### src/rtl/uart_pkg.sv
// Shared UART definitions used by the receiver and the matching transmitter.
// Contents: receive FSM state encoding.
// No ports; import with uart_pkg::*.
package uart_pkg;

    typedef enum logic [1:0] {
        RX_IDLE,
        RX_START,
        RX_DATA,
        RX_STOP
    } rx_state_t;

endpackage : uart_pkg

### src/rtl/sync2.sv
// Two-flop synchronizer for a single asynchronous level signal.
// Latency: 2 clk cycles from d to q.
// No backpressure; q is the settled copy of d.
// Ports: clk, rst (async active-high), d (async input), q (synchronized output).
module sync2 #(
    parameter logic RST_VAL = 1'b1
) (
    input  logic clk,
    input  logic rst,
    input  logic d,
    output logic q
);

    logic r_meta;
    logic r_sync;

    always_ff @(posedge clk or posedge rst) begin
        if (rst) begin
            r_meta <= RST_VAL;
            r_sync <= RST_VAL;
        end else begin
            r_meta <= d;
            r_sync <= r_meta;
        end
    end

    assign q = r_sync;

endmodule : sync2

### src/rtl/uart_rx.sv
// Serial receiver: mid-bit samples an idle-high line, LSB first, one stop bit.
// Latency: valid/frame_err/overrun assert the cycle after the stop sample.
// Backpressure: one-word holding register; a good frame arriving while it is full and not being read is dropped and flagged by overrun.
// Ports: clk, rst (async active-high), rxd (serial in), data/valid/ready (word stream),
//        frame_err (bad stop bit pulse), overrun (dropped word pulse).
module uart_rx
    import uart_pkg::*;
#(
    parameter int CLKS_PER_BIT = 16,
    parameter int DATA_BITS    = 8
) (
    input  logic                 clk,
    input  logic                 rst,
    input  logic                 rxd,
    output logic [DATA_BITS-1:0] data,
    output logic                 valid,
    input  logic                 ready,
    output logic                 frame_err,
    output logic                 overrun
);

    localparam int CW = $clog2(CLKS_PER_BIT);
    localparam int IW = $clog2(DATA_BITS + 1);

    // Half-bit load puts the start sample in the middle of the start bit;
    // every later sample is then a whole bit period further on.
    localparam logic [CW-1:0] HALF_M1 = CW'(CLKS_PER_BIT / 2 - 1);
    localparam logic [CW-1:0] FULL_M1 = CW'(CLKS_PER_BIT - 1);
    localparam logic [IW-1:0] LAST_IDX = IW'(DATA_BITS - 1);

    logic                 w_rxs;
    logic                 r_rxs_q;
    rx_state_t            r_state;
    logic [CW-1:0]        r_cnt;
    logic [IW-1:0]        r_idx;
    logic [DATA_BITS-1:0] r_shift;
    logic [DATA_BITS-1:0] r_data;
    logic                 r_valid;
    logic                 r_frame_err;
    logic                 r_overrun;

    rx_state_t            w_state_nxt;
    logic [CW-1:0]        w_cnt_nxt;
    logic [IW-1:0]        w_idx_nxt;
    logic [DATA_BITS-1:0] w_shift_nxt;
    logic                 w_tick;
    logic                 w_load;
    logic                 w_ferr;
    logic                 w_ovr;

    sync2 #(.RST_VAL(1'b1)) u_sync_rxd (
        .clk (clk),
        .rst (rst),
        .d   (rxd),
        .q   (w_rxs)
    );

    always_comb begin
        w_state_nxt = r_state;
        w_cnt_nxt   = r_cnt;
        w_idx_nxt   = r_idx;
        w_shift_nxt = r_shift;
        w_load      = 1'b0;
        w_ferr      = 1'b0;
        w_ovr       = 1'b0;
        w_tick      = (r_cnt == '0);

        case (r_state)
            RX_IDLE: begin
                // Falling edge only: a line stuck low after a bad frame
                // cannot retrigger reception.
                if (r_rxs_q && !w_rxs) begin
                    w_state_nxt = RX_START;
                    w_cnt_nxt   = HALF_M1;
                end
            end
            RX_START: begin
                if (w_tick) begin
                    if (!w_rxs) begin
                        w_state_nxt = RX_DATA;
                        w_idx_nxt   = '0;
                        w_cnt_nxt   = FULL_M1;
                    end else begin
                        // Line back high at mid start bit: a glitch, ignore it.
                        w_state_nxt = RX_IDLE;
                    end
                end else begin
                    w_cnt_nxt = r_cnt - 1'b1;
                end
            end
            RX_DATA: begin
                if (w_tick) begin
                    w_shift_nxt = {w_rxs, r_shift[DATA_BITS-1:1]};
                    w_cnt_nxt   = FULL_M1;
                    if (r_idx == LAST_IDX) begin
                        w_state_nxt = RX_STOP;
                    end else begin
                        w_idx_nxt = r_idx + 1'b1;
                    end
                end else begin
                    w_cnt_nxt = r_cnt - 1'b1;
                end
            end
            RX_STOP: begin
                if (w_tick) begin
                    w_state_nxt = RX_IDLE;
                    if (w_rxs) begin
                        // Holding register is free if empty or drained this cycle.
                        if (!r_valid || ready) begin
                            w_load = 1'b1;
                        end else begin
                            w_ovr = 1'b1;
                        end
                    end else begin
                        w_ferr = 1'b1;
                    end
                end else begin
                    w_cnt_nxt = r_cnt - 1'b1;
                end
            end
            default: begin
                w_state_nxt = RX_IDLE;
            end
        endcase
    end

    always_ff @(posedge clk or posedge rst) begin
        if (rst) begin
            r_rxs_q     <= 1'b1;
            r_state     <= RX_IDLE;
            r_cnt       <= '0;
            r_idx       <= '0;
            r_shift     <= '0;
            r_data      <= '0;
            r_valid     <= 1'b0;
            r_frame_err <= 1'b0;
            r_overrun   <= 1'b0;
        end else begin
            r_rxs_q     <= w_rxs;
            r_state     <= w_state_nxt;
            r_cnt       <= w_cnt_nxt;
            r_idx       <= w_idx_nxt;
            r_shift     <= w_shift_nxt;
            r_frame_err <= w_ferr;
            r_overrun   <= w_ovr;
            if (w_load) begin
                r_data  <= w_shift_nxt;
                r_valid <= 1'b1;
            end else if (r_valid && ready) begin
                r_valid <= 1'b0;
            end
        end
    end

    assign data      = r_data;
    assign valid     = r_valid;
    assign frame_err = r_frame_err;
    assign overrun   = r_overrun;

endmodule : uart_rx

### config.mk
export PLATFORM = sky130hd
export DESIGN_NAME = uart_rx
export DESIGN_NICKNAME = d
export VERILOG_FILES = /design/src/rtl/uart_pkg.sv /design/src/rtl/sync2.sv /design/src/rtl/uart_rx.sv
export SDC_FILE = /design/constraint.sdc
export NUM_CORES = 1
export LEC_CHECK = 0
export CAP_MARGIN = 30
export CORE_MARGIN = 2
export CORE_UTILIZATION = 56
export DETAILED_ROUTE_END_ITERATION = 6
export GPL_ROUTABILITY_DRIVEN = 0
export PLACE_DENSITY = 0.75
export REMOVE_ABC_BUFFERS = 1
export SYNTH_ARGS = -nofsm -noshare
export SYNTH_HDL_FRONTEND = slang
export SYNTH_SLANG_ARGS = --single-unit
### constraint.sdc
create_clock -name clk -period 2.3 [get_ports clk]
set_input_delay 0.345 -clock clk [delete_from_list [all_inputs] [get_ports clk]]
set_output_delay 0.345 -clock clk [all_outputs]
set_load 0.05 [all_outputs]
# Word-level counts from Yosys, hierarchy flattened
# Index checks and enable logic that the tools add are counted.
[word_totals]
ff_bits = 32
input_bits = 4
out_inout_bits = 11
word_cells = 71
[classes]
addsub = 2
n_eq_ne = 13
n_mux = 33
n_reduce_logical = 12
[ops]
columns = ["cell", "n"]
rows = [
  ["2-to-1 mux 4 bit", 9],
  ["2-to-1 mux 8 bit", 2],
  ["inequality test 2 bit (second input constant)", 8],
  ["case mux 4 bit (4 select lines)", 1],
  ["2-to-1 mux 1 bit", 13],
  ["2-to-1 mux 2 bit", 6],
  ["AND reduction 5 bit", 2],
  ["case mux 2 bit (4 select lines)", 1],
  ["case mux 4 bit (2 select lines)", 1],
  ["adder 4 x 1 -> 4 bit (second input constant)", 1],
  ["== test 2 bit (second input constant)", 2],
  ["== test 4 x 3 -> 1 bit (second input constant)", 1],
  ["logical NOT 4 bit", 1],
  ["nonzero test 2 bit", 2],
  ["subtractor 4 x 1 -> 4 bit (second input constant)", 1],
  ["inequality test 3 bit (second input constant)", 1],
  ["AND reduction 3 bit", 1],
  ["== test 2 x 1 -> 1 bit (second input constant)", 1],
  ["logical AND 1 bit", 2],
  ["logical NOT 1 bit", 2],
  ["logical NOT 2 bit", 1],
  ["logical OR 1 bit", 1],
]

# Depth between registers and ports, before layout
# Gate-level depths: netlist of the first run.
[depth]
word_depth = 7
mapped_depth = 7

# Hierarchy
# Synthesis of the first run repeated with hierarchy kept, for this count alone.
[hier_totals]
hier_cells = 123
hier_area_um2 = 1530.2
[by_module_without_submodules]
columns = ["module", "n_inst", "cells_per_inst", "area_per_inst_um2", "seq_area_each_um2"]
rows = [
  ["uart_rx", 1, 120, 1473.9, 752.0],
  ["sync2", 1, 3, 56.3, 52.6],
]

# Least setup slack after synthesis of the first run
# Ideal clock, no wire load.
[synth_timing]
path_type = "reg-to-reg"
start = "register r_cnt[0]"
end = "register r_data[0] (netlist: data[0])"
setup_ns = 0.125
arrival_time_ns = 1.681
t_required_ns = 2.175
setup_slack_ns = 0.494
stages_incl_launch_ff = 8
path_buffers = 1
path_cell_list = "dfrtp_1 > inv_1 > ha_1 > nor3b_2 > and2_1 > buf_6 > mux2_4 > mux2_2"
[synth_via]
elab_chain_len = 3
[synth_lines]
columns = ["element", "line", "text"]
rows = [
  ["from (decl)", "uart_rx.sv:34", "logic [CW-1:0] r_cnt;"],
  ["from (signal assigned)", "uart_rx.sv:141", "r_cnt <= w_cnt_nxt;"],
  ["logical NOT 4 bit", "uart_rx.sv:66", "w_tick = (r_cnt == '0);"],
  ["2-to-1 mux 8 bit", "uart_rx.sv:92", "if (w_tick) begin"],
  ["2-to-1 mux 8 bit", "uart_rx.sv:68", "case (r_state)"],
  ["via w_shift_nxt[0]", "uart_rx.sv:45", "logic [DATA_BITS-1:0] w_shift_nxt;"],
  ["to (signal assigned)", "uart_rx.sv:147", "r_data <= w_shift_nxt;"],
  ["to (decl)", "uart_rx.sv:37", "logic [DATA_BITS-1:0] r_data;"],
]
# The timed path passes the listed nets, and every way through them passes these cells.
# A chain may end at the register's enable or synchronous reset.

# Final worst setup path of the first run
[layout_timing]
start = "register r_cnt[0]"
end = "register r_data[5] (netlist: data[5])"
# Same word-level chain as after synthesis.

==> results of run 1 <==
-- worst reg2reg max path, delay by kind of cell, from the launching register on --
kind / cells / cell delay, ps
buffers and inverters: 2 / 320
multiplexers: 2 / 590
flip-flops: 1 / 410
AND/OR/NAND/NOR: 2 / 380
adder cells (fa/ha/maj): 1 / 240
-- cells in the mapped netlist, drive strengths merged (3+ instances only) --
| cell type | count | area [um^2] |
|---|---|---|
| buf | 3 | 26.3 |
| ha | 7 | 87.6 |
| inv | 6 | 22.5 |
| dfstp | 3 | 78.8 |
| nand3 | 3 | 15.0 |
| dfrtp | 29 | 726 |
| a22oi | 3 | 22.5 |
| mux2 | 16 | 210 |
| nor2 | 6 | 22.5 |
| nand2 | 9 | 33.8 |
| o21ai | 6 | 30.0 |
-- registers in the layout, indices dropped and copies added, names as in the netlist, named ones only --
signal,cells
data,8
r_shift,8
valid,1
r_state,1
u_sync_rxd.r_meta,1
r_cnt,4
r_idx,4
r_rxs_q,1
frame_err,1
overrun,1
u_sync_rxd.q,1
-- worst min-delay path by stage --
stage,from,to
2_1_floorplan,u_sync_rxd.r_meta,u_sync_rxd.q
3_3_place_gp,u_sync_rxd.r_meta,u_sync_rxd.q
3_5_place_dp,u_sync_rxd.r_meta,u_sync_rxd.q
4_1_cts,u_sync_rxd.r_meta,u_sync_rxd.q
5_1_grt,u_sync_rxd.r_meta,u_sync_rxd.q
6_report,u_sync_rxd.r_meta,u_sync_rxd.q
-- area by class of cell --
class / count / area, um^2 / share of cell area (%)
flip-flops and latches: 32 / 805 / 43.8
inverters: 6 / 22.5 / 1.23
multi-input cells: 85 / 728 / 39.6
clock buffers: 5 / 37.5 / 2.04
well taps: 31 / 38.8 / 2.11
clock inverters: 3 / 42.5 / 2.32
repair buffers: 17 / 163 / 8.86
-- cells in the final DEF (no fill, tap or decap), types with 2 or more instances in the layout --
| master | n |
|---|---|
| a21oi_1 | 2 |
| a22oi_1 | 3 |
| and2_1 | 2 |
| buf_4 | 3 |
| clkbuf_4 | 5 |
| clkdlybuf4s50_1 | 14 |
| dfrtp_1 | 29 |
| dfstp_2 | 3 |
| ha_1 | 7 |
| inv_1 | 6 |
| mux2_2 | 8 |
| mux2_4 | 8 |
| mux2i_1 | 2 |
| nand2_1 | 9 |
| nand3_1 | 3 |
| nor2_1 | 6 |
| nor2b_1 | 2 |
| o21ai_0 | 4 |
| o21ai_1 | 2 |
| o221ai_1 | 2 |
| o22a_1 | 2 |
| or2_2 | 2 |
-- layer usage --
layer  part of all wire (%)  up-vias  wire length [um]
met1                     46      522              1250
met3                    3.9        3               106
met5                      0        -                 0
met2                     49       19              1340
li1                       -      501                 -
met4                   0.63        0                17
-- power groups by stage --
stage / clock network [mW] / registers, mW / logic [mW]
after floorplan: 0 / 0.701 / 0.534
after global placement: 0 / 0.696 / 0.653
after detailed placement: 0 / 0.701 / 0.684
after CTS: 0.430 / 0.690 / 0.690
after global routing: 0.460 / 0.701 / 0.770
final: 0.419 / 0.692 / 0.687
-- logic make-up after synthesis --
group | count (synthesis) | share of synthesized area (%)
AOI/OAI and AO/OA | 25 | 13.2
muxes | 18 | 14.6
adders and majority gates | 7 | 5.54
buffers and inverters | 9 | 3.09
and+or+nand+nor | 35 | 12.7
DFF | 32 | 50.9
==> impl_metrics.csv, run 1 <==
group,metric,value,unit
status,status,"finished, final reports clean",
pwr,sequentialPowerShare,38.5,%
place,dpl-instance-area,0.00176,mm^2
timing,fin_skew,5.67,ps
worst_setup_path,timing.rr.start,"r_cnt[0]",
final_layout,nets,158,
worst_setup_path,cp_num_cells,7,
clock_network,clock_sinks,32,
floorplan,core_region_area,0.00271,mm^2
global_route,grt_max_degree,33,
timing,finalHoldViolCount,0,
min_path,hp-class,"reg -> reg",
final_layout,drive_gt1_share,27.0,%
final_layout,final_area,0.00184,mm^2
clock_network,cts_tree,"yes",
worst_setup_path,crit_path_top_delay_cell,"dfrtp_1",
timing,max_slew.worst_pin.slew,505,ps
worst_setup_path,regToRegSetupSlack,260,ps
job,drv_cap,0,
floorplan,die_h,57.1,um
clock_network,clock-root-buffer,"clkbuf_4",
min_path,hold_path_depth,0,
logic_synthesis,yosysUniqueCellTypes,42,
worst_setup_path,cp.arrival,2260,ps
timing,fin_crit,2040,ps
global_route,grt_pass1_vias,1046,
place,dp_slack,298,ps
worst_setup_path,path_cells,"inv_1 -> ha_1 -> nor3b_2 -> and2_1 -> buf_4 -> mux2_4 -> mux2_2",
worst_setup_path,crit_required,2520,ps
floorplan,die_area,0.00326,mm^2
logic_synthesis,syn_avg_cell_area,12.6,um^2
worst_setup_path,worst_setup_path_start_kind,"flop",
worst_setup_path,critical_path_class,"reg -> reg",
place,place_inst,171,
worst_setup_path,cpPeakStageDelay,410,ps
timing,fmax,0.491,GHz
logic_synthesis,async_flop_share,100,%
detailed_routing,drtIter0Drc,10,
worst_setup_path,endpoint,"data[5]",
detailed_routing,antenna_left,0,
timing,period_share,88.6,%
clock_network,cts_hold_buf,0,
logic_synthesis,synth_seq_cells,32,
global_route,grt_pass1_wl,4.82,mm
worst_setup_path,setup.worst_path.start,"r_cnt[0]",
worst_setup_path,critPathBufInv,2,
global_route,use_met2,31.0,%
global_route,antenna_found_initial,0,
final_layout,antenna_cells,0,
worst_setup_path,worst_r2r_path_depth,7,
pwr,p_leak,0.858,nW
final_layout,n_fill_cell,203,
detailed_routing,first_pass_iters,4,
logic_synthesis,yosys_most_used_dff,"dfrtp_1",
final_layout,areaGrowthSynthToFinish,16.1,%
clock_network,clk_path_buf_depth,2,
place,io_buffers,14,
detailed_routing,vias,1045,
global_route,met3_usage,7.03,%
global_route,use_met1,26.5,%
global_route,track_usage,19.5,%
timing,rsz0062_at_grt,"false",
timing,hold_ws,366,ps
pwr,p_per_area,979,mW/mm^2
worst_setup_path,timing.rr.end,"data[5]",
worst_setup_path,crit_family,"multiplexers",
pwr,switchingPower,0.644,mW
pwr,intPower,1.15,mW
clock_network,cts_made_buffers,5,
logic_synthesis,synth_area,0.00158,mm^2
floorplan,initial_core_util,58.4,%
final_layout,final_cells,179,
detailed_routing,wl,2.71,mm
floorplan,die_x,57.1,um
logic_synthesis,synthCells,126,
global_route,overflow,0,
detailed_routing,routed_via_density,5.84,
logic_synthesis,yosysSeqAreaShare,50.9,%
clock_network,cts_resized,0,
pwr,pwr-share-comb,38.2,%
global_route,gr-max-usage-layer,"met2",
pwr,clkPwrFrac,23.3,%
worst_setup_path,path_max_fanout,8,
timing,setup_tns,0,ps
timing,relSlewSlack,66.2,%
place,dp_hpwl,2.00,mm
logic_synthesis,synth-warning-count,0,
clock_network,cts_max_level,2,
pwr,power.total,1.80,mW
timing,setup_viol,0,
detailed_routing,wl_per_cell,15.1,um
clock_network,clkSlewWorstSetupHoldPaths,100,ps
pwr,max-vdd-ir-drop,0.809,mV
floorplan,io_pins,15,
timing,worst_slack,262,ps
floorplan,num_rows,19,
clock_network,clock_latency,320,ps
logic_synthesis,synth_edf_count,0,
pwr,sw_frac_of_total,35.8,%
final_layout,post-route-util,67.8,%
worst_setup_path,end_kind,"flop",
clock_network,post_cts_buffers,0,
timing,slew_violations,0,
detailed_routing,drc,0,
No activity file was read; power rests on OpenSTA's default activity.
==> run 2, diff against run 1 <==
--- a/config.mk
+++ b/config.mk
@@ -10,6 +10,7 @@
 export CORE_UTILIZATION = 56
 export DETAILED_ROUTE_END_ITERATION = 6
 export GPL_ROUTABILITY_DRIVEN = 0
+export MAX_ROUTING_LAYER = met4
 export PLACE_DENSITY = 0.75
 export REMOVE_ABC_BUFFERS = 1
 export SYNTH_ARGS = -nofsm -noshare
==> run 2 against run 1 <==
  * Sequential power about the same
  * Routed wire length is 0.11% higher
  * Total power decreased by 0.13%
  * Largest cell class unchanged
  * Global-route usage up 0.66 points
  * Hold slack lost 0.72 ps
==> impl_metrics.csv, run 2 (synthesis results as in run 1) <==
group,metric,value,unit
place,dpl-instance-area,0.00176,mm^2
pwr,sequentialPowerShare,38.5,%
detailed_routing,vias,1047,
timing,relSlewSlack,66.2,%
pwr,intPower,1.15,mW
place,dp_slack,298,ps
min_path,hp-class,"reg -> reg",
pwr,p_leak,0.858,nW
detailed_routing,wl_per_cell,15.1,um
final_layout,areaGrowthSynthToFinish,16.1,%
global_route,grt_pass1_vias,1045,
job,drv_cap,0,
final_layout,post-route-util,67.8,%
clock_network,clock_sinks,32,
worst_setup_path,path_max_fanout,8,
worst_setup_path,worst_setup_path_start_kind,"flop",
floorplan,die_area,0.00326,mm^2
detailed_routing,routed_via_density,5.85,
clock_network,cts_resized,0,
worst_setup_path,end_kind,"flop",
global_route,antenna_found_initial,0,
clock_network,clk_path_buf_depth,2,
timing,period_share,88.9,%
final_layout,multiInputGateArea,728,um^2
final_layout,nets,158,
final_layout,final_cell_mix,"dfrtp_1, clkdlybuf4s50_1, nand2_1",
clock_network,cts_tree,"yes",
pwr,switchingPower,0.642,mW
final_layout,final_common_cell,"dfrtp_1",
worst_setup_path,critical_path_class,"reg -> reg",
clock_network,clkSlewWorstSetupHoldPaths,100,ps
timing,finalHoldViolCount,0,
pwr,pwr-share-comb,38.3,%
detailed_routing,wl,2.71,mm
timing,setup_viol,0,
final_layout,register_area,805,um^2
floorplan,die_x,57.1,um
place,io_buffers,14,
floorplan,initial_core_util,58.4,%
timing,worst_slack,254,ps
pwr,sw_frac_of_total,35.7,%
pwr,max-vdd-ir-drop,0.809,mV
floorplan,io_pins,15,
min_path,hold_path_depth,0,
clock_network,cts_hold_buf,0,
clock_network,clock-root-buffer,"clkbuf_4",
floorplan,core_region_area,0.00271,mm^2
timing,max_slew.worst_pin.slew,505,ps
timing,slew_violations,0,
final_layout,drive_gt1_share,27.0,%
pwr,p_per_area,978,mW/mm^2
detailed_routing,drc,0,
detailed_routing,antenna_left,0,
final_layout,final_area,0.00184,mm^2
detailed_routing,drtIter0Drc,11,
global_route,track_usage,20.2,%
clock_network,cts_max_level,2,
place,dp_hpwl,2.00,mm
clock_network,clock_latency,320,ps
floorplan,die_h,57.1,um
worst_setup_path,worst_r2r_path_depth,7,
pwr,clkPwrFrac,23.2,%
clock_network,post_cts_buffers,0,
final_layout,n_fill_cell,203,
global_route,grt_pass1_wl,4.83,mm
timing,fin_crit,2050,ps
worst_setup_path,cp.arrival,2260,ps
global_route,overflow,0,
timing,rsz0062_at_grt,"false",
clock_network,cts_made_buffers,5,
global_route,grt_max_degree,33,
worst_setup_path,crit_required,2520,ps
timing,fin_skew,3.82,ps
status,status,"finished, final reports clean",
timing,fmax,0.489,GHz
final_layout,antenna_cells,0,
floorplan,num_rows,19,
detailed_routing,first_pass_iters,4,
==> run 2: path summary, 6_finish.rpt <==
path | start | endpoint | slack (ps)
worst max-delay path | r_cnt[0] | data[5] | 250
worst min-delay path | u_sync_rxd.r_meta | u_sync_rxd.q | 360
worst max register to register | r_cnt[0] | data[5] | 250
worst min register to register | u_sync_rxd.r_meta | u_sync_rxd.q | 360
max in group asynchronous | rst | u_sync_rxd.r_meta | 1570
min in group asynchronous | rst | r_state[0] | 400
==> run 2: layer usage <==
metal,GRT usage (%),vias up,wire [um]
li1,-,501,-
met1,26.7,526,1250
met2,31.0,17,1340
met3,7.03,3,97
met4,2.99,0,17
met5,-,-,0
==> run 2: worst max-delay path: stages, from the launching register on <==
cell and delay (ps):
dfrtp_1 410, inv_1 120, ha_1 240, nor3b_2 230, and2_1 150, buf_4 200, mux2_4 330, mux2_2 260
==> run 2: power groups by stage <==
stage | clock network, mW | registers [mW] | logic (mW)
floorplan | 0 | 0.701 | 0.534
global placement | 0 | 0.696 | 0.653
detailed placement | 0 | 0.701 | 0.684
CTS | 0.430 | 0.690 | 0.690
global route | 0.460 | 0.701 | 0.770
finish | 0.417 | 0.692 | 0.687
==> run 2: final cells by class <==
cell class | count | area share, %
clock buffers | 5 | 2.04
clock inverters | 3 | 2.32
inverters | 6 | 1.23
multi-input cells | 85 | 39.6
flip-flops and latches | 32 | 43.8
well taps | 31 | 2.11
repair buffers | 17 | 8.86
==> run 2: metrics by stage <==
stage | hold slack (ps) | total power [mW] | TNS, ps | std cells
finish | 365 | 1.80 | 0 | 179
CTS | 365 | 1.81 | 0 | 179
global placement | 347 | 1.35 | 0 | 171
floorplan | 345 | 1.23 | -363 | 123
global route | 368 | 1.93 | 0 | 179
detailed placement | 350 | 1.39 | 0 | 171
==> run 3, diff against run 2 <==
--- a/config.mk
+++ b/config.mk
@@ -10,7 +10,6 @@
 export CORE_UTILIZATION = 56
 export DETAILED_ROUTE_END_ITERATION = 6
 export GPL_ROUTABILITY_DRIVEN = 0
-export MAX_ROUTING_LAYER = met4
 export PLACE_DENSITY = 0.75
 export REMOVE_ABC_BUFFERS = 1
 export SYNTH_ARGS = -nofsm -noshare
==> results of run 3 <==
No change in the layout: final DEF, timing and power equal those of run 1.
